[src/rtl/fetch_pkg.sv]
`default_nettype none
// ============================================================================
// fetch_pkg: shared constants, entry type and width helper for the fetch unit
// Rev 1.0
// ============================================================================
package fetch_pkg;

  localparam int                INST_W   = 32;
  localparam int                XLEN_DEF = 32;
  localparam int                PC_STEP  = 4;
  localparam logic [INST_W-1:0] NOP_INST = 32'h00000013;

  typedef struct packed {
    logic [XLEN_DEF-1:0] pc;
    logic [INST_W-1:0]   inst;
  } fetch_entry_t;

  function automatic int clog2(input int n);
    int r;
    r = 0;
    while ((1 << r) < n) r++;
    return r;
  endfunction

endpackage
`default_nettype wire

[src/rtl/fetch_prefetch_unit_if.sv]
`default_nettype none
// ============================================================================
// fetch_prefetch_unit_if: imem request/response, redirect and decode handshakes
// Rev 1.0
// ============================================================================
interface fetch_prefetch_unit_if
  import fetch_pkg::*;
#(
  parameter int XLEN = 32
);
  logic              imem_req_valid;
  logic [XLEN-1:0]   imem_req_addr;
  logic              imem_req_ready;
  logic              imem_rsp_valid;
  logic [INST_W-1:0] imem_rsp_data;
  logic              redirect_valid;
  logic [XLEN-1:0]   redirect_pc;
  logic              id_valid;
  logic [INST_W-1:0] id_inst;
  logic [XLEN-1:0]   id_pc;
  logic              id_ready;

  modport master (
    output imem_req_valid, imem_req_addr, id_valid, id_inst, id_pc,
    input  imem_req_ready, imem_rsp_valid, imem_rsp_data,
    input  redirect_valid, redirect_pc, id_ready
  );

  modport slave (
    input  imem_req_valid, imem_req_addr, id_valid, id_inst, id_pc,
    output imem_req_ready, imem_rsp_valid, imem_rsp_data,
    output redirect_valid, redirect_pc, id_ready
  );
endinterface
`default_nettype wire

[src/rtl/fetch_fifo.sv]
`default_nettype none
// ============================================================================
// fetch_fifo: synchronous prefetch queue; flush beats push and pop
// Rev 1.0
// ============================================================================
module fetch_fifo
  import fetch_pkg::*;
#(
  parameter int  DEPTH   = 4,
  parameter type entry_t = fetch_entry_t
) (
  input  logic                  clk,
  input  logic                  rst,
  input  logic                  push_i,
  input  logic                  pop_i,
  input  logic                  flush_i,
  input  entry_t                din_i,
  output logic                  full_o,
  output logic                  empty_o,
  output logic [clog2(DEPTH):0] count_o,
  output entry_t                head_o
);
  localparam int PTR_W = clog2(DEPTH);

  entry_t           mem_q [DEPTH];
  logic [PTR_W-1:0] wr_ptr_q, wr_ptr_d, rd_ptr_q, rd_ptr_d;
  logic [PTR_W:0]   count_q, count_d;
  logic             do_push, do_pop;

  assign full_o  = (count_q == (PTR_W+1)'(DEPTH));
  assign empty_o = (count_q == '0);
  assign count_o = count_q;
  assign head_o  = mem_q[rd_ptr_q];
  assign do_push = push_i && !full_o;
  assign do_pop  = pop_i && !empty_o;

  always_comb begin
    wr_ptr_d = wr_ptr_q;
    rd_ptr_d = rd_ptr_q;
    count_d  = count_q;
    if (flush_i) begin
      wr_ptr_d = '0;
      rd_ptr_d = '0;
      count_d  = '0;
    end else begin
      if (do_push) wr_ptr_d = wr_ptr_q + PTR_W'(1);
      if (do_pop)  rd_ptr_d = rd_ptr_q + PTR_W'(1);
      case ({do_push, do_pop})
        2'b10:   count_d = count_q + (PTR_W+1)'(1);
        2'b01:   count_d = count_q - (PTR_W+1)'(1);
        default: count_d = count_q;
      endcase
    end
  end

  always_ff @(posedge clk) begin
    if (rst) begin
      wr_ptr_q <= '0;
      rd_ptr_q <= '0;
      count_q  <= '0;
    end else begin
      wr_ptr_q <= wr_ptr_d;
      rd_ptr_q <= rd_ptr_d;
      count_q  <= count_d;
    end
  end

  always_ff @(posedge clk) begin
    if (do_push && !flush_i) mem_q[wr_ptr_q] <= din_i;
  end
endmodule
`default_nettype wire

[src/rtl/fetch_prefetch_unit.sv]
`default_nettype none
// ============================================================================
// fetch_prefetch_unit: pipelined instruction fetch with prefetch queue and
// redirect squashing. FETCH_BYPASS_EN forwards a response to decode when idle.
// Rev 1.0
// ============================================================================
module fetch_prefetch_unit
  import fetch_pkg::*;
#(
  parameter int              XLEN     = 32,
  parameter int              DEPTH    = 4,
  parameter logic [XLEN-1:0] RESET_PC = '0
) (
  input  logic                  clk,
  input  logic                  rst,
  fetch_prefetch_unit_if.master bus
);
  localparam int CNT_W = clog2(DEPTH) + 1;

  typedef struct packed {
    logic [XLEN-1:0]   pc;
    logic [INST_W-1:0] inst;
  } entry_t;

  logic [XLEN-1:0]  fetch_pc_q, fetch_pc_d, rsp_pc_q, rsp_pc_d;
  logic [CNT_W-1:0] inflight_q, inflight_d, drop_cnt_q, drop_cnt_d;
  logic [CNT_W-1:0] count;
  logic             full, empty, push, pop, req_fire, rsp_keep, bypass;
  entry_t           head, rsp_entry;

  assign bus.imem_req_valid = !rst && !bus.redirect_valid &&
                              (({1'b0, count} + {1'b0, inflight_q}) < (CNT_W+1)'(DEPTH));
  assign bus.imem_req_addr  = fetch_pc_q;
  assign req_fire           = bus.imem_req_valid && bus.imem_req_ready;

  assign rsp_keep  = bus.imem_rsp_valid && (drop_cnt_q == '0) && !bus.redirect_valid;
  assign rsp_entry = '{pc: rsp_pc_q, inst: bus.imem_rsp_data};

`ifdef FETCH_BYPASS_EN
  assign bypass = rsp_keep && empty;
`else
  assign bypass = 1'b0;
`endif

  assign push = rsp_keep && !(bypass && bus.id_ready);
  assign pop  = !empty && bus.id_ready && !bus.redirect_valid;

  fetch_fifo #(
    .DEPTH   (DEPTH),
    .entry_t (entry_t)
  ) u_fifo (
    .clk     (clk),
    .rst     (rst),
    .push_i  (push),
    .pop_i   (pop),
    .flush_i (bus.redirect_valid),
    .din_i   (rsp_entry),
    .full_o  (full),
    .empty_o (empty),
    .count_o (count),
    .head_o  (head)
  );

  always_comb begin
    bus.id_valid = !empty;
    bus.id_inst  = empty ? NOP_INST : head.inst;
    bus.id_pc    = empty ? '0 : head.pc;
    if (bypass) begin
      bus.id_valid = 1'b1;
      bus.id_inst  = bus.imem_rsp_data;
      bus.id_pc    = rsp_pc_q;
    end
  end

  always_comb begin
    fetch_pc_d = fetch_pc_q;
    rsp_pc_d   = rsp_pc_q;
    inflight_d = inflight_q;
    drop_cnt_d = drop_cnt_q;
    if (req_fire) begin
      fetch_pc_d = fetch_pc_q + XLEN'(PC_STEP);
      inflight_d = inflight_d + CNT_W'(1);
    end
    if (bus.imem_rsp_valid) begin
      inflight_d = inflight_d - CNT_W'(1);
      if (drop_cnt_q != '0) drop_cnt_d = drop_cnt_q - CNT_W'(1);
      else                  rsp_pc_d   = rsp_pc_q + XLEN'(PC_STEP);
    end
    // inflight already counts stale requests, so every survivor becomes stale
    if (bus.redirect_valid) begin
      fetch_pc_d = bus.redirect_pc;
      rsp_pc_d   = bus.redirect_pc;
      drop_cnt_d = inflight_d;
    end
  end

  always_ff @(posedge clk) begin
    if (rst) begin
      fetch_pc_q <= RESET_PC;
      rsp_pc_q   <= RESET_PC;
      inflight_q <= '0;
      drop_cnt_q <= '0;
    end else begin
      fetch_pc_q <= fetch_pc_d;
      rsp_pc_q   <= rsp_pc_d;
      inflight_q <= inflight_d;
      drop_cnt_q <= drop_cnt_d;
    end
  end

  always_ff @(posedge clk) begin
    if (!rst && push) assert (!full);
  end
endmodule
`default_nettype wire

[src/flat_wrapper.sv]
// flat-port wrapper written by rule: the top's interface ports become plain ports
module fetch_prefetch_unit_flat import fetch_pkg::*;
#(
  parameter int              XLEN     = 32,
  parameter int              DEPTH    = 4,
  parameter logic [XLEN-1:0] RESET_PC = '0
)
  (clk, rst, bus_imem_req_valid, bus_imem_req_addr, bus_id_valid, bus_id_inst, bus_id_pc, bus_imem_req_ready, bus_imem_rsp_valid, bus_imem_rsp_data, bus_redirect_valid, bus_redirect_pc, bus_id_ready);
  fetch_prefetch_unit_if #(.XLEN(XLEN)) bus_i ();
  input  logic clk;
  input  logic rst;
  output wire logic [$bits(bus_i.imem_req_valid)-1:0] bus_imem_req_valid;
  output wire logic [$bits(bus_i.imem_req_addr)-1:0] bus_imem_req_addr;
  output wire logic [$bits(bus_i.id_valid)-1:0] bus_id_valid;
  output wire logic [$bits(bus_i.id_inst)-1:0] bus_id_inst;
  output wire logic [$bits(bus_i.id_pc)-1:0] bus_id_pc;
  input wire logic [$bits(bus_i.imem_req_ready)-1:0] bus_imem_req_ready;
  input wire logic [$bits(bus_i.imem_rsp_valid)-1:0] bus_imem_rsp_valid;
  input wire logic [$bits(bus_i.imem_rsp_data)-1:0] bus_imem_rsp_data;
  input wire logic [$bits(bus_i.redirect_valid)-1:0] bus_redirect_valid;
  input wire logic [$bits(bus_i.redirect_pc)-1:0] bus_redirect_pc;
  input wire logic [$bits(bus_i.id_ready)-1:0] bus_id_ready;
  assign bus_imem_req_valid = bus_i.imem_req_valid;
  assign bus_imem_req_addr = bus_i.imem_req_addr;
  assign bus_id_valid = bus_i.id_valid;
  assign bus_id_inst = bus_i.id_inst;
  assign bus_id_pc = bus_i.id_pc;
  assign bus_i.imem_req_ready = bus_imem_req_ready;
  assign bus_i.imem_rsp_valid = bus_imem_rsp_valid;
  assign bus_i.imem_rsp_data = bus_imem_rsp_data;
  assign bus_i.redirect_valid = bus_redirect_valid;
  assign bus_i.redirect_pc = bus_redirect_pc;
  assign bus_i.id_ready = bus_id_ready;
  fetch_prefetch_unit #(.XLEN(XLEN), .DEPTH(DEPTH), .RESET_PC(RESET_PC)) u_core (.clk(clk), .rst(rst), .bus(bus_i));
endmodule
[config.mk]
export PLATFORM = sky130hd
export DESIGN_NAME = fetch_prefetch_unit_flat
export DESIGN_NICKNAME = d
export VERILOG_FILES = /design/src/rtl/fetch_pkg.sv /design/src/rtl/fetch_prefetch_unit_if.sv /design/src/rtl/fetch_fifo.sv /design/src/rtl/fetch_prefetch_unit.sv /design/src/flat_wrapper.sv
export SDC_FILE = /design/constraint.sdc
export NUM_CORES = 1
export LEC_CHECK = 0
export CAP_MARGIN = 20
export CORE_AREA = 2 2 218 241
export DETAILED_ROUTE_END_ITERATION = 10
export DIE_AREA = 0 0 220 243
export PLACE_DENSITY = 0.54
export REMOVE_ABC_BUFFERS = 1
export SETUP_SLACK_MARGIN = 0.3
export SLEW_MARGIN = 20
export SYNTH_ARGS = -nofsm -noshare
export SYNTH_HDL_FRONTEND = slang
export SYNTH_HIERARCHICAL = 1
export SYNTH_SLANG_ARGS = --single-unit
[constraint.sdc]
create_clock -name clk -period 15.6 [get_ports clk]
set_clock_uncertainty 0.15 [all_clocks]
set_input_delay 1.56 -clock clk [delete_from_list [all_inputs] [get_ports clk]]
set_output_delay 1.56 -clock clk [all_outputs]
set_load 0.01 [all_outputs]
==> results_tabular.tex <==
\begin{tabular}{lr}
\hline
Metric & Value \\
\hline
\multicolumn{2}{l}{\textbf{Run status}} \\
\quad Outcome & finished, final reports clean \\
\multicolumn{2}{l}{\textbf{Cells and area}} \\
\quad Most common cell after layout, fill and taps aside & edfxtp\_1 \\
\quad Number of antenna repair diodes & 0 \\
\quad Fillcell total & 4927 \\
\quad Most used cells in the layout excluding fill and tap cells & edfxtp\_1 (256), clkdlybuf4s50\_1 (165), dfxtp\_1 (77) \\
\quad Utilization after layout & 34.87\% \\
\quad Area growth from synthesis to layout & 25.75\% \\
\quad Cell area after layout & 17760 µm² \\
\quad Share of final-layout standard cells stronger than drive strength 1 & 14.10\% \\
\quad \# nets final & 1198 \\
\multicolumn{2}{l}{\textbf{STA}} \\
\quad Number of endpoints failing setup at the final stage & 0 \\
\quad Final Critical Period & 5.144 ns \\
\quad Final max-slew violation count & 0 \\
\quad Worst hold slack & 0.3129 ns \\
\quad Worst relative slew slack & 26.52\% \\
\quad Final Hold Fails & 0 \\
\quad Highest attainable clock frequency & 194.4 MHz \\
\quad Final critical-path share of the clock period & 32.98\% \\
\quad RSZ-0062 raised after global routing & no \\
\quad Worst Max-Slew Pin Slew & 1.098 ns \\
\quad Setup TNS after final layout & 0 ns \\
\multicolumn{2}{l}{\textbf{Detailed routing}} \\
\quad Drc violations & 0 \\
\quad Detailed-router iteration count before antenna repair & 5 \\
\quad Routed Wire Length & 34.42 mm \\
\quad Number of routed nets with antenna violations & 0 \\
\quad Detailed-route wire length per cell & 19.03 µm \\
\quad Routed vias/inst & 4.722 \\
\quad Number of vias in the routed layout & 8542 \\
\quad Initial drt markers & 422 \\
\multicolumn{2}{l}{\textbf{Setup path}} \\
\quad Highest cell delay on the worst timing path & 0.77 ns \\
\quad Type of origin of the critical path & flip-flop \\
\quad Max stage delay cell, worst path & buf\_4 \\
\quad Type of destination of the critical path & primary output \\
\quad Required time of the critical path & 13.89 ns \\
\quad Top fanout value on the critical path & 39 \\
\quad Signal arrival time at the worst endpoint & 3.43 ns \\
\quad Critical path cell sequence & buf\_4 > mux4\_1 > or2\_2 > clkdlybuf4s50\_1 \\
\quad Worst path buffer plus inverter count & 2 \\
\quad Category of cells accounting for the largest share of critical-path delay & buffers and inverters \\
\quad Path type of the worst setup path & reg2out \\
\multicolumn{2}{l}{\textbf{Global routing}} \\
\quad Met2 Track Usage GR & 21.22\% \\
\quad Number of global-route vias before repair & 8715 \\
\quad Global routing usage on met1 & 17.30\% \\
\quad Overflow left after global routing & 0 \\
\quad Initial antenna violation count & 0 \\
\quad Met3 capacity usage during global routing & 2.393\% \\
\quad Pin count of the biggest net entering global routing & 73 \\
\quad Layer with the highest usage after global routing & met2 \\
\quad GRT Util Overall & 12.90\% \\
\quad First-pass GRT wire length & 52.27 mm \\
\multicolumn{2}{l}{\textbf{Die}} \\
\quad Total number of placement rows & 87 \\
\quad Initial core utilization & 27.73\% \\
\quad Total Die Area & 53460 µm² \\
\quad Core area & 50940 µm² \\
\quad X dimension of the die & 220 µm \\
\quad Height of the die & 243 µm \\
\quad I/O pin count & 168 \\
\multicolumn{2}{l}{\textbf{Place}} \\
\quad Routability congestion estimate & 0.7370 \\
\quad Number of input and output port buffers inserted & 167 \\
\quad HPWL after detailed placement & 21.35 mm \\
\quad Cell Area, Placed & 16440 µm² \\
\multicolumn{2}{l}{\textbf{Clock tree}} \\
\quad Total number of clock tree sinks & 335 \\
\quad Post-CTS setup repair buffer count & 0 \\
\quad CTS root buffer & clkbuf\_16 \\
\quad Post-cts resize count & 0 \\
\quad Bufs on Longest Clock Path & 3 \\
\quad H-Tree Level Count & 2 \\
\quad Total clock buffers created by CTS & 38 \\
\quad Clock-pin slew on the worst setup and hold paths & 0.06 ns \\
\quad Clock network latency to the later pin of the worst-skew pair & 0.54 ns \\
\quad CTS hold repair buffers & 0 \\
\quad CTS tree & done \\
\multicolumn{2}{l}{\textbf{Logic synthesis}} \\
\quad Flops \& latches, synth & 335 \\
\quad Mean post-synth cell area & 14.93 µm² \\
\quad Count of flip-flops with a built-in enable after synthesis & 256 \\
\quad Synthesized instance count & 946 \\
\quad Cell area after technology mapping & 14130 µm² \\
\quad Post-synth cell types & 61 \\
\quad Sequential element share of the synthesized area & 65.62\% \\
\quad Dominant synthesized flop cell & edfxtp\_1 \\
\quad Number of warning messages in the yosys log & 6 \\
\quad Share of flip-flops with an asynchronous set or reset & 0\% \\
\multicolumn{2}{l}{\textbf{Power and ir drop}} \\
\quad Final Power & 2.055 mW \\
\quad Cell leakage power & 5.583 nW \\
\quad Maximum vdd drop & 0.05634 mV \\
\quad Power Dens Cells & 115.7 nW/µm² \\
\multicolumn{2}{l}{\textbf{Run}} \\
\quad Count of max-cap constraint violations & 0 \\
\multicolumn{2}{l}{\textbf{Min path}} \\
\quad Hold/Removal Path Class & reg2reg \\
\hline
\end{tabular}
## path summary, 6_finish.rpt
| kind | depth (start not counted) | end | start | slack (ns) |
|---|---|---|---|---|
| worst max-delay path | 4 | bus_id_inst[1] | flip-flop | 10.46 |
| worst min-delay path | 2 | u_core/bus.imem_req_addr[1]$_SDFFE_PP0P_ | u_core/bus.imem_req_addr[1]$_SDFFE_PP0P_ | 0.31 |
| worst max register to register | 13 | u_core/u_fifo/count_o[2]$_SDFFE_PP0P_ | u_core/u_fifo/count_o[1]$_SDFFE_PP0P_ | 12.38 |
| worst min register to register | 2 | u_core/bus.imem_req_addr[1]$_SDFFE_PP0P_ | u_core/bus.imem_req_addr[1]$_SDFFE_PP0P_ | 0.31 |
## cell usage after synthesis (all sizes together) (13+ instances only)
cell / number / area (µm²)
xnor2: 15 / 131.4
xor2: 21 / 183.9
inv: 19 / 71.31
dfxtp: 79 / 1582
nor2b: 62 / 387.9
edfxtp: 256 / 7687
nand2: 52 / 195.2
a21oi: 37 / 185.2
clkbuf: 32 / 121.4
nand4: 23 / 173.9
nor2: 44 / 165.2
mux4: 64 / 1456
nand3: 31 / 165.2
a31oi: 21 / 131.4
or3: 14 / 87.58
buf: 24 / 216.5
ha: 13 / 162.7
a211oi: 21 / 157.7
o21ai: 19 / 95.09
## power breakdown
group | internal [mW] | switching [mW]
clock network | 0.576 | 0.356
logic | 0.0582 | 0.0591
registers | 0.981 | 0.0249
## cells by family (layout without fill, tap and decap cells)
group                      count (synthesis)  after routing  synth area share, %
AOI/OAI and AO/OA                        124            124                5.527
xor gates and xnor gates                  36             36                2.232
adders and majority gates                 14             14                1.293
buffers and inverters                     76            272                2.932
DFF                                      335            335                65.62
muxes                                     68             68                10.60
and+or+nand+nor                          293            293                11.80
## per-stage QoR
stage / cells / worst slack [ns]
floorplan: 890 / 8.081
global placement: 1741 / 10.72
detailed placement: 1741 / 10.68
CTS: 1809 / 10.26
global route: 1809 / 10.15
finish: 1809 / 10.46
## tightest hold or removal path, stage by stage, from the launching register on
cell	delay (ns)
dfxtp_1	0.31
nand2_1	0.05
a21oi_1	0.05
## routing by layer
| layer | part of all wire, % | wire length [µm] | up-vias |
|---|---|---|---|
| li1 | - | - | 3990 |
| met1 | 45 | 15540 | 4286 |
| met2 | 49 | 16740 | 217 |
| met3 | 4.2 | 1435 | 49 |
| met4 | 2.0 | 701 | 0 |
| met5 | 0 | 0 | - |
## cell type report
type	count	area [µm²]	share of cell area [%]
Timing Repair Buffer	184	1789	10.07
Sequential cell	335	9276	52.22
Clock buffer	51	1094	6.156
Multi-Input combinational cell	535	4468	25.15
Clock inverter	17	225.2	1.268
Tap cell	667	834.6	4.698
Inverter	20	76.32	0.4297
## state kept, by name, indices dropped and copies added (netlist names), named ones only
register	flops
u_core/u_fifo/mem_q	256
u_core/u_fifo/rd_ptr_q	2
u_core/rsp_pc_q	32
u_core/bus.imem_req_addr	32
u_core/u_fifo/wr_ptr_q	2
u_core/drop_cnt_q	3
u_core/u_fifo/count_o	3
u_core/inflight_q	3
No activity file was read; power rests on OpenSTA's default activity.
